## src/rtl/soc_reset_sequencer.sv

```systemverilog
// Purpose: board reset sequencer, PLL lock -> DDR3 reset release -> DDR3 init -> SoC reset release, plus timed PHY reset.
// Latency: 3 clocks pin-to-state (2-flop sync + state register); outputs registered from next state, same edge as state.
// Backpressure: none, free-running; `define RST_SEQ_WDOG_EN builds the DDR init watchdog and retry counter.
module soc_reset_sequencer #(
    parameter int DEBOUNCE_CYCLES     = 1000000,
    parameter int DDR_RST_CYCLES      = 10000,
    parameter int PHY_RST_CYCLES      = 500000,
    parameter int SOC_DELAY_CYCLES    = 1000,
    parameter int INIT_TIMEOUT_CYCLES = 50000000,
    parameter int CNT_W               = 26
) (
    input  logic       clk,
    input  logic       rstn,
    input  logic       key_in,
    input  logic       pll_lock,
    input  logic       ddr3_init_done,
    output logic       ddr3_rstn,
    output logic       phy_rstn,
    output logic       soc_rstn,
    output logic [2:0] seq_state,
    output logic [3:0] retry_cnt
);

    typedef enum logic [2:0] {
        S_WAIT_LOCK = 3'd0,
        S_DDR_RST   = 3'd1,
        S_DDR_INIT  = 3'd2,
        S_SOC_DLY   = 3'd3,
        S_RUN       = 3'd4
    } state_t;

    localparam logic [CNT_W-1:0] DB_LAST  = CNT_W'(DEBOUNCE_CYCLES - 1);
    localparam logic [CNT_W-1:0] DDR_LAST = CNT_W'(DDR_RST_CYCLES - 1);
    localparam logic [CNT_W-1:0] PHY_LAST = CNT_W'(PHY_RST_CYCLES - 1);
    localparam logic [CNT_W-1:0] SOC_LAST = CNT_W'(SOC_DELAY_CYCLES - 1);

    localparam int MAX_AB  = (DEBOUNCE_CYCLES > DDR_RST_CYCLES) ? DEBOUNCE_CYCLES : DDR_RST_CYCLES;
    localparam int MAX_CD  = (PHY_RST_CYCLES > SOC_DELAY_CYCLES) ? PHY_RST_CYCLES : SOC_DELAY_CYCLES;
    localparam int MAX_ABCD = (MAX_AB > MAX_CD) ? MAX_AB : MAX_CD;
    localparam int MAX_ALL = (MAX_ABCD > INIT_TIMEOUT_CYCLES) ? MAX_ABCD : INIT_TIMEOUT_CYCLES;

    // Every counter reload value (N-1) has to fit in CNT_W bits.
    if (longint'(MAX_ALL) > (longint'(1) << CNT_W)) begin : g_cnt_w_check
        $error("soc_reset_sequencer: CNT_W too narrow for configured cycle counts");
    end

    logic [1:0]       key_sync_q, key_sync_d;
    logic [1:0]       lock_sync_q, lock_sync_d;
    logic [1:0]       init_sync_q, init_sync_d;
    logic             key_db_q, key_db_d;
    logic [CNT_W-1:0] db_cnt_q, db_cnt_d;

    state_t           state_q, state_d;
    logic [CNT_W-1:0] cnt_q, cnt_d;
    logic [CNT_W-1:0] phy_cnt_q, phy_cnt_d;
    logic             phy_run_q, phy_run_d;
    logic             phy_done_q, phy_done_d;
    logic             ddr3_rstn_q, ddr3_rstn_d;
    logic             phy_rstn_q, phy_rstn_d;
    logic             soc_rstn_q, soc_rstn_d;

    logic key_s, lock_s, init_s;

    assign key_s  = key_sync_q[1];
    assign lock_s = lock_sync_q[1];
    assign init_s = init_sync_q[1];

    // Synchronizer shift and key debounce: filtered key follows key_s only after a full stable window.
    always_comb begin
        key_sync_d  = {key_sync_q[0], key_in};
        lock_sync_d = {lock_sync_q[0], pll_lock};
        init_sync_d = {init_sync_q[0], ddr3_init_done};
        key_db_d    = key_db_q;
        db_cnt_d    = '0;
        if (key_s != key_db_q) begin
            if (db_cnt_q == DB_LAST) begin
                key_db_d = key_s;
            end else begin
                db_cnt_d = db_cnt_q + 1'b1;
            end
        end
    end

    // Input synchronizers and debounce state; key filter resets to released (1).
    always_ff @(posedge clk) begin
        if (!rstn) begin
            key_sync_q  <= 2'b11;
            lock_sync_q <= 2'b00;
            init_sync_q <= 2'b00;
            key_db_q    <= 1'b1;
            db_cnt_q    <= '0;
        end else begin
            key_sync_q  <= key_sync_d;
            lock_sync_q <= lock_sync_d;
            init_sync_q <= init_sync_d;
            key_db_q    <= key_db_d;
            db_cnt_q    <= db_cnt_d;
        end
    end

`ifdef RST_SEQ_WDOG_EN
    localparam logic [CNT_W-1:0] INIT_LAST = CNT_W'(INIT_TIMEOUT_CYCLES - 1);
    logic [3:0] retry_q, retry_d;
`endif

    // Next state, timed-state counter, PHY reset timer and output decode from the next state.
    always_comb begin
        state_d = state_q;
        case (state_q)
            S_WAIT_LOCK: if (lock_s && key_db_q) state_d = S_DDR_RST;
            S_DDR_RST:   if (cnt_q == '0) state_d = S_DDR_INIT;
            S_DDR_INIT: begin
                if (init_s) begin
                    state_d = S_SOC_DLY;
                end
`ifdef RST_SEQ_WDOG_EN
                else if (cnt_q == '0) begin
                    state_d = S_DDR_RST;
                end
`endif
            end
            S_SOC_DLY: begin
                if (!init_s) state_d = S_DDR_INIT;
                else if (cnt_q == '0) state_d = S_RUN;
            end
            S_RUN:       if (!init_s) state_d = S_DDR_INIT;
            default:     state_d = S_WAIT_LOCK;
        endcase
        // Lost lock or a pressed key pulls everything back, overriding the normal flow.
        if ((state_q != S_WAIT_LOCK) && (!lock_s || !key_db_q)) state_d = S_WAIT_LOCK;

        // Shared down-counter: reload N-1 on entry, the state exits on the cycle it reads 0.
        cnt_d = (cnt_q != '0) ? cnt_q - 1'b1 : cnt_q;
        if (state_d != state_q) begin
            case (state_d)
                S_DDR_RST:  cnt_d = DDR_LAST;
                S_SOC_DLY:  cnt_d = SOC_LAST;
`ifdef RST_SEQ_WDOG_EN
                S_DDR_INIT: cnt_d = INIT_LAST;
`endif
                default:    cnt_d = '0;
            endcase
        end

`ifdef RST_SEQ_WDOG_EN
        retry_d = retry_q;
        if ((state_q == S_DDR_INIT) && (state_d == S_DDR_RST) && (retry_q != 4'hF)) begin
            retry_d = retry_q + 1'b1;
        end
`endif

        // PHY timer starts when the sequence leaves S_WAIT_LOCK and is wiped on every return to it.
        phy_cnt_d  = phy_cnt_q;
        phy_run_d  = phy_run_q;
        phy_done_d = phy_done_q;
        if ((state_q == S_WAIT_LOCK) && (state_d != S_WAIT_LOCK)) begin
            phy_cnt_d  = PHY_LAST;
            phy_run_d  = 1'b1;
            phy_done_d = 1'b0;
        end else if (state_d == S_WAIT_LOCK) begin
            phy_cnt_d  = '0;
            phy_run_d  = 1'b0;
            phy_done_d = 1'b0;
        end else if (phy_run_q) begin
            if (phy_cnt_q == '0) begin
                phy_run_d  = 1'b0;
                phy_done_d = 1'b1;
            end else begin
                phy_cnt_d = phy_cnt_q - 1'b1;
            end
        end

        ddr3_rstn_d = (state_d == S_DDR_INIT) || (state_d == S_SOC_DLY) || (state_d == S_RUN);
        soc_rstn_d  = (state_d == S_RUN);
        phy_rstn_d  = phy_done_q && (state_d != S_WAIT_LOCK);
    end

    // Sequencer FSM with registered outputs.
    always_ff @(posedge clk) begin
        if (!rstn) begin
            state_q     <= S_WAIT_LOCK;
            cnt_q       <= '0;
            phy_cnt_q   <= '0;
            phy_run_q   <= 1'b0;
            phy_done_q  <= 1'b0;
            ddr3_rstn_q <= 1'b0;
            phy_rstn_q  <= 1'b0;
            soc_rstn_q  <= 1'b0;
`ifdef RST_SEQ_WDOG_EN
            retry_q     <= 4'd0;
`endif
        end else begin
            state_q     <= state_d;
            cnt_q       <= cnt_d;
            phy_cnt_q   <= phy_cnt_d;
            phy_run_q   <= phy_run_d;
            phy_done_q  <= phy_done_d;
            ddr3_rstn_q <= ddr3_rstn_d;
            phy_rstn_q  <= phy_rstn_d;
            soc_rstn_q  <= soc_rstn_d;
`ifdef RST_SEQ_WDOG_EN
            retry_q     <= retry_d;
`endif
        end
    end

    assign ddr3_rstn = ddr3_rstn_q;
    assign phy_rstn  = phy_rstn_q;
    assign soc_rstn  = soc_rstn_q;
    assign seq_state = state_q;
`ifdef RST_SEQ_WDOG_EN
    assign retry_cnt = retry_q;
`else
    assign retry_cnt = 4'd0;
`endif

endmodule

```

## config.mk

```make
export PLATFORM = sky130hd
export DESIGN_NAME = soc_reset_sequencer
export DESIGN_NICKNAME = d
export VERILOG_FILES = /design/src/rtl/soc_reset_sequencer.sv
export SDC_FILE = /design/constraint.sdc
export NUM_CORES = 1
export LEC_CHECK = 0
export CELL_PAD_IN_SITES_DETAIL_PLACEMENT = 1
export CELL_PAD_IN_SITES_GLOBAL_PLACEMENT = 1
export CORE_ASPECT_RATIO = 1.75
export CORE_MARGIN = 1
export CORE_UTILIZATION = 48
export CTS_CLUSTER_DIAMETER = 50
export CTS_CLUSTER_SIZE = 8
export DETAILED_ROUTE_END_ITERATION = 10
export DONT_BUFFER_PORTS = 1
export PLACE_DENSITY_LB_ADDON = 0.1
export SLEW_MARGIN = 20
export SYNTH_ARGS = -nofsm -noshare
export SYNTH_HDL_FRONTEND = slang
export SYNTH_SLANG_ARGS = --single-unit
```

## constraint.sdc

```tcl
create_clock -name clk -period 2.5 [get_ports clk]
set_clock_uncertainty 0.05 [all_clocks]
set_input_delay 0.5 -clock clk [delete_from_list [all_inputs] [get_ports clk]]
set_output_delay 0.5 -clock clk [all_outputs]
set_load 0.005 [all_outputs]
```

======== Word-level counts from Yosys, hierarchy flattened ========
Index checks and enable logic that the tools add are counted.
cells by class
  add/sub/neg operators ................... 3
  equal/unequal tests ..................... 12
  muxes and demuxes ....................... 19
  bitwise logic cells ..................... 3
  reduce and logical (&&, ||, !) cells .... 24
operators by type and width
  cell                                                                     count
  19-bit two-way mux                                                       4
  26-bit logical NOT                                                       2
  26-bit two-way mux                                                       2
  26-bit by 1-bit subtractor with 26-bit output, second input constant     2
  14-bit one-hot mux with 2 select lines                                   1
  26-bit by 1-bit adder with 26-bit output, second input constant          1
  26-bit by 20-bit equality test with 1-bit output, second input constant  1
  26-bit nonzero test                                                      1
  3-bit two-way mux                                                        7
  3-bit one-hot mux with 5 select lines                                    1
  3-bit by 2-bit equality test with 1-bit output, second input constant    4
  3-bit nonzero test                                                       3
  2-bit AND reduction                                                      4
  3-bit by 1-bit equality test with 1-bit output, second input constant    2
  3-bit equality test, second input constant                               2
  3-bit logical NOT                                                        2
  3-bit OR reduction                                                       2
  1-bit logical AND                                                        4
  1-bit two-way mux                                                        4
  1-bit logical OR                                                         3
  3-bit != test                                                            1
  3-bit != test, second input constant                                     1
  1-bit inverter                                                           3
  1-bit logical NOT                                                        2
  2 further kinds                                                          2
word-level totals
  register bits ........................... 93
  output and inout port bits .............. 10
  word-level logic and storage cells ...... 75

======== Longest topological paths before layout ========
  depth in word-level cells ............... 9
  mapped depth ............................ 9
  depth with buffers taken out ............ 8

======== Least setup slack after synthesis ========
Ideal clock, no wire load.
  path type ............................... register to register
  start ................................... register phy_cnt_q[8]
  end ..................................... register phy_cnt_q[17]
  setup time .............................. 0.132 ns
  arrival time ............................ 2.155 ns
  data required time ...................... 2.318 ns
  path slack .............................. 0.163 ns
  stages on the path, launching flop included .. 9
  clock period less this slack ............ 2.337 ns
  cell sequence ........................... dfxtp_1 > or4_4 > or3_4 > o31ai_4 > buf_6 > buf_2 > nor3b_1 > o21ai_0 > a31oi_1
between the ends
  cells in the longest elaborated chain, start to end .. 5
ends and longest elaborated chain
  what                                           line  source
  from (decl)                                    55    logic [CNT_W-1:0] phy_cnt_q, phy_cnt_d;
  from (signal assigned)                         195   phy_cnt_q <= phy_cnt_d;
  26-bit by 1-bit subtractor with 26-bit output  169   phy_cnt_d = phy_cnt_q - 1'b1;
  19-bit two-way mux                             165   if (phy_cnt_q == '0) begin
  19-bit two-way mux                             164   end else if (phy_run_q) begin
  19-bit two-way mux                             160   end else if (state_d == S_WAIT_LOCK) begin
  19-bit two-way mux                             156   if ((state_q == S_WAIT_LOCK) && (state_d != S_WAIT_LOCK)) begin
Several ways; a longest one is shown, not always the timed one. The select of a mux whose other input is x is not followed.
A chain may end at the register's enable or synchronous reset.

======== Worst setup path in the final report ========
  start ................................... register cnt_q[0]
  end ..................................... register cnt_q[16]
between the ends
  cells in the longest elaborated chain, start to end .. 7
ends and longest elaborated chain
  what                                                      line      source
  from (decl)                                               54        logic [CNT_W-1:0] cnt_q, cnt_d;
  from (signal assigned)                                    194       cnt_q <= cnt_d;
  26-bit logical NOT                                        111, 124
  3-bit two-way mux                                         124       else if (cnt_q == '0) state_d = S_RUN;
  3-bit two-way mux                                         123       if (!init_s) state_d = S_DDR_INIT;
  3-bit one-hot mux with 5 select lines                     109       case (state_q)
  3-bit two-way mux                                         130       if ((state_q != S_WAIT_LOCK) && (!lock_s || !key_db_q)) state_d = S_WAIT_LOCK;
  3-bit != test                                             134       if (state_d != state_q) begin
  26-bit two-way mux or 2-bit nonzero test (tied branches)  -
Several ways; a longest one is shown, not always the timed one. The select of a mux whose other input is x is not followed.

==> results.tsv <==
metric	value	unit
Main synth FF type	dfxtp_1	
Hold Crit Start	rstn	
register area	1862	um^2
die width	73.79	um
Slew Viols, Final	0	
Top delay family on crit path	simple AND/OR/NAND/NOR gates	
Post-Synth Adder-Cell Area	1.156	%
remaining antenna violation count	0	
status	finished, final reports clean	
layout filler cell count	1049	
XOR/XNOR Fraction of Synth Area	12.54	%
Critical R2R Launch	cnt_q[0]$_SDFFE_PN0P_	
Worst VDD drop	471.8	uV
Relative slew margins	61.37	%
Hold-fix buffers, CTS	0	
WL/cell	16.31	um
Async SR Flop Fraction	0	%
CP Buf/Inv Count	2	
gpl congestion	0.8432	
grt ovf	0	
largest family of logic cells by synthesized area	simple AND/OR/NAND/NOR gates	
CP Class	reg -> reg	
I/O Buffers	0	
vias per inst	5.634	
sequential cell area fraction in the yosys report	43.01	%
# IOs	15	
Clock Latency Late Sink	340	ps
Setup crit start	cnt_q[0]$_SDFFE_PN0P_	
Final Cell Area	4891	um^2
Total GRT Usage	24.23	%
Area Overhead vs Synth	12.98	%
CP max-delay cell	or3b_2	
Req. time, crit path	2680	ps
Post-DP HPWL	7803	um
post-layout util	56.04	%
fin crit period	2377	ps
number of synthesized flops with an enable pin	0	
Yosys Warn Count	0	
Reg2Reg Setup Slack	120	ps
Die Area	9418	um^2
Worst-Margin Slew	577.3	ps
deepest clock path buffer count	2	
Setup crit start kind	flop	
final net count	538	
Max Fclk	420.6	MHz
average cell area after synthesis	8.406	um^2
DR pass1 iterations	4	
CTS root buffer	clkbuf_16	
Starting Density	49.61	%
CTS Buf Count	9	
Post-DP Area	4568	um^2
simple-gate share of the synthesized area	31.73	%
Cell Area, Synth	4329	um^2
Critical Path Max Stage Delay	510	ps
Final setup viols	0	
H-tree depth	3	
Worst Hold Class	in -> reg	
number of antenna violations at the first check in global routing	0	
# DRC	0	
largest net degree at the start of global routing	27	
Distinct cells, synth	52	
CTS clk-pin slew, worst paths	60	ps
compound-gate portion of the synthesized area	7.688	%
Critical Path Fanout Max	5	
R2R depth	9	
DR iter-0 viols	143	
Rows	45	
Arr. time, crit path	2560	ps
max cap viols	0	
layout cell share with drive strength beyond 1	9.416	%
Leak	1.732	nW
vias in the first global route	3739	
final hold violations	0	
CTS tree	done	
reg2reg end	cnt_q[16]$_SDFFE_PN0P_	
Routed Wire Length	10570	um
RSZ-0062 raised after global routing	yes	
DIE HEIGHT	127.6	um
hold path depth	1	
first-pass GRT wire length	17550	um
register bit count reported by yosys	93	
total power	5.002	mW
Min Hold Slack	178.9	ps
CTS sink count	93	
area of the multi-input gates	2345	um^2
crit-path cells	inv_1 > ha_1 > or3b_2 > nor4_2 > o2111ai_1 > buf_4 > or4b_2 > xor2_1 > nor2_1	
mux share of post-synthesis cell area	0.2312	%
vias	3651	
synthesized instance count	515	
core area	8727	um^2
pwr/cell area	1023	nW/um^2
crit path capture type	flop	
hold-critical path endpoint	key_db_q$_SDFFE_PN1P_	
Final Cycle Share	95.09	%
Antenna Cells	0	
==> stage by stage <==
step | setup TNS (ps) | worst slack (ps) | std cells
floorplan | 0 | 163.0 | 518
global placement | 0 | 130.8 | 635
detailed placement | 0 | 74.86 | 635
CTS | 0 | 54.85 | 648
global route | -5.020 | -4.514 | 648
finish | 0 | 122.6 | 648
==> power by group <==
| group | leakage (nW) | total, mW | switching (mW) | internal (mW) |
|---|---|---|---|---|
| clock | 0.148 | 1.42 | 0.534 | 0.887 |
| combinational | 0.830 | 1.72 | 0.977 | 0.740 |
| sequential | 0.755 | 1.86 | 0.193 | 1.67 |
==> logic make-up after synthesis <==
group                    count (synthesis)
AND/OR/NAND/NOR                        267
other                                    1
flip-flops                              93
adder cells (fa/ha/maj)                  4
XOR/XNOR                                62
AO/OA/AOI/OAI                           53
buffers and inverters                   34
multiplexers                             1
==> flip-flops by register name, indices dropped and copies added (netlist names), 2 cells and up <==
name and count:
lock_sync_q 2, key_sync_q 2, init_sync_q 2, cnt_q 26
db_cnt_q 26, phy_cnt_q 26, seq_state 3
==> cells in the mapped netlist, types with 3 or more instances <==
cell type | n | area [um^2]
nor4_1 | 17 | 106.4
buf_2 | 3 | 15.01
nand2_1 | 37 | 138.9
nand4_1 | 8 | 50.05
o21ai_0 | 10 | 50.05
or3_1 | 14 | 87.58
nand3_1 | 25 | 125.1
nor2_1 | 90 | 337.8
a21oi_1 | 25 | 125.1
xor2_1 | 30 | 262.8
nand2b_1 | 4 | 25.02
xnor2_1 | 32 | 280.3
and2_1 | 4 | 25.02
and3_1 | 6 | 37.54
inv_1 | 12 | 45.04
nor3_1 | 23 | 115.1
ha_1 | 4 | 50.05
buf_4 | 4 | 30.03
dfxtp_1 | 93 | 1862
nor3b_1 | 3 | 22.52
or4_1 | 13 | 97.59
a31oi_1 | 3 | 18.77
nor4b_1 | 4 | 35.03
clkbuf_1 | 14 | 52.55
==> how the worst max path moves through the flow <==
| stage | cells past startpoint | end |
|---|---|---|
| final | 9 | cnt_q[16]$_SDFFE_PN0P_ |
| after global routing | 9 | cnt_q[25]$_SDFFE_PN0P_ |
| after CTS | 9 | cnt_q[2]$_SDFFE_PN0P_ |
| after detailed placement | 6 | phy_cnt_q[4]$_SDFFE_PN0P_ |
| after global placement | 6 | phy_cnt_q[4]$_SDFFE_PN0P_ |
| after floorplan | 8 | phy_cnt_q[17]$_SDFFE_PN0P_ |
==> what timing repair did <==
action	4_1_cts	5_1_grt
resized for setup	0	4
setup buffers	0	0
endpoints found under the setup margin	0	20
==> worst register-to-register path, stage by stage (launching register included) <==
cell       delay (ps)
dfxtp_1           320
inv_1              90
ha_1              200
or3b_2            510
nor4_2            300
o2111ai_1         190
buf_4             210
or4b_2            200
xor2_1            150
nor2_1             50
==> placed cells by master, fill, tap and decap left out, drive strengths merged, types with 7 or more instances in the layout <==
cell type  Yosys  layout
a21oi         26      26
and3           7       7
buf            8      22
clkbuf        14      11
dfxtp         93      93
inv           12      12
nand2         37      37
nand3         25      25
nand4          8       8
nor2          90      90
nor3          24      24
nor4          18      18
o21ai         10      10
or3           15      15
or4           14      14
xnor2         32      32
xor2          30      30
==> area by class of cell <==
class / instances / area share [%]
Sequential cell: 93 / 38.07
Multi-Input combinational cell: 391 / 47.94
Inverter: 12 / 0.9210
Clock inverter: 2 / 1.228
Clock buffer: 11 / 4.963
Tap cell: 117 / 2.993
Timing Repair Buffer: 22 / 3.888
==> metal layers <==
layer | global-route usage, % | wire, um | up-vias
li1 | - | - | 1810
met1 | 24.37 | 4124 | 1794
met2 | 47.11 | 6016 | 30
met3 | 3.470 | 153 | 17
met4 | 10.41 | 275 | 0
met5 | 0 | 0 | -
(Power assumes the default switching activity.)
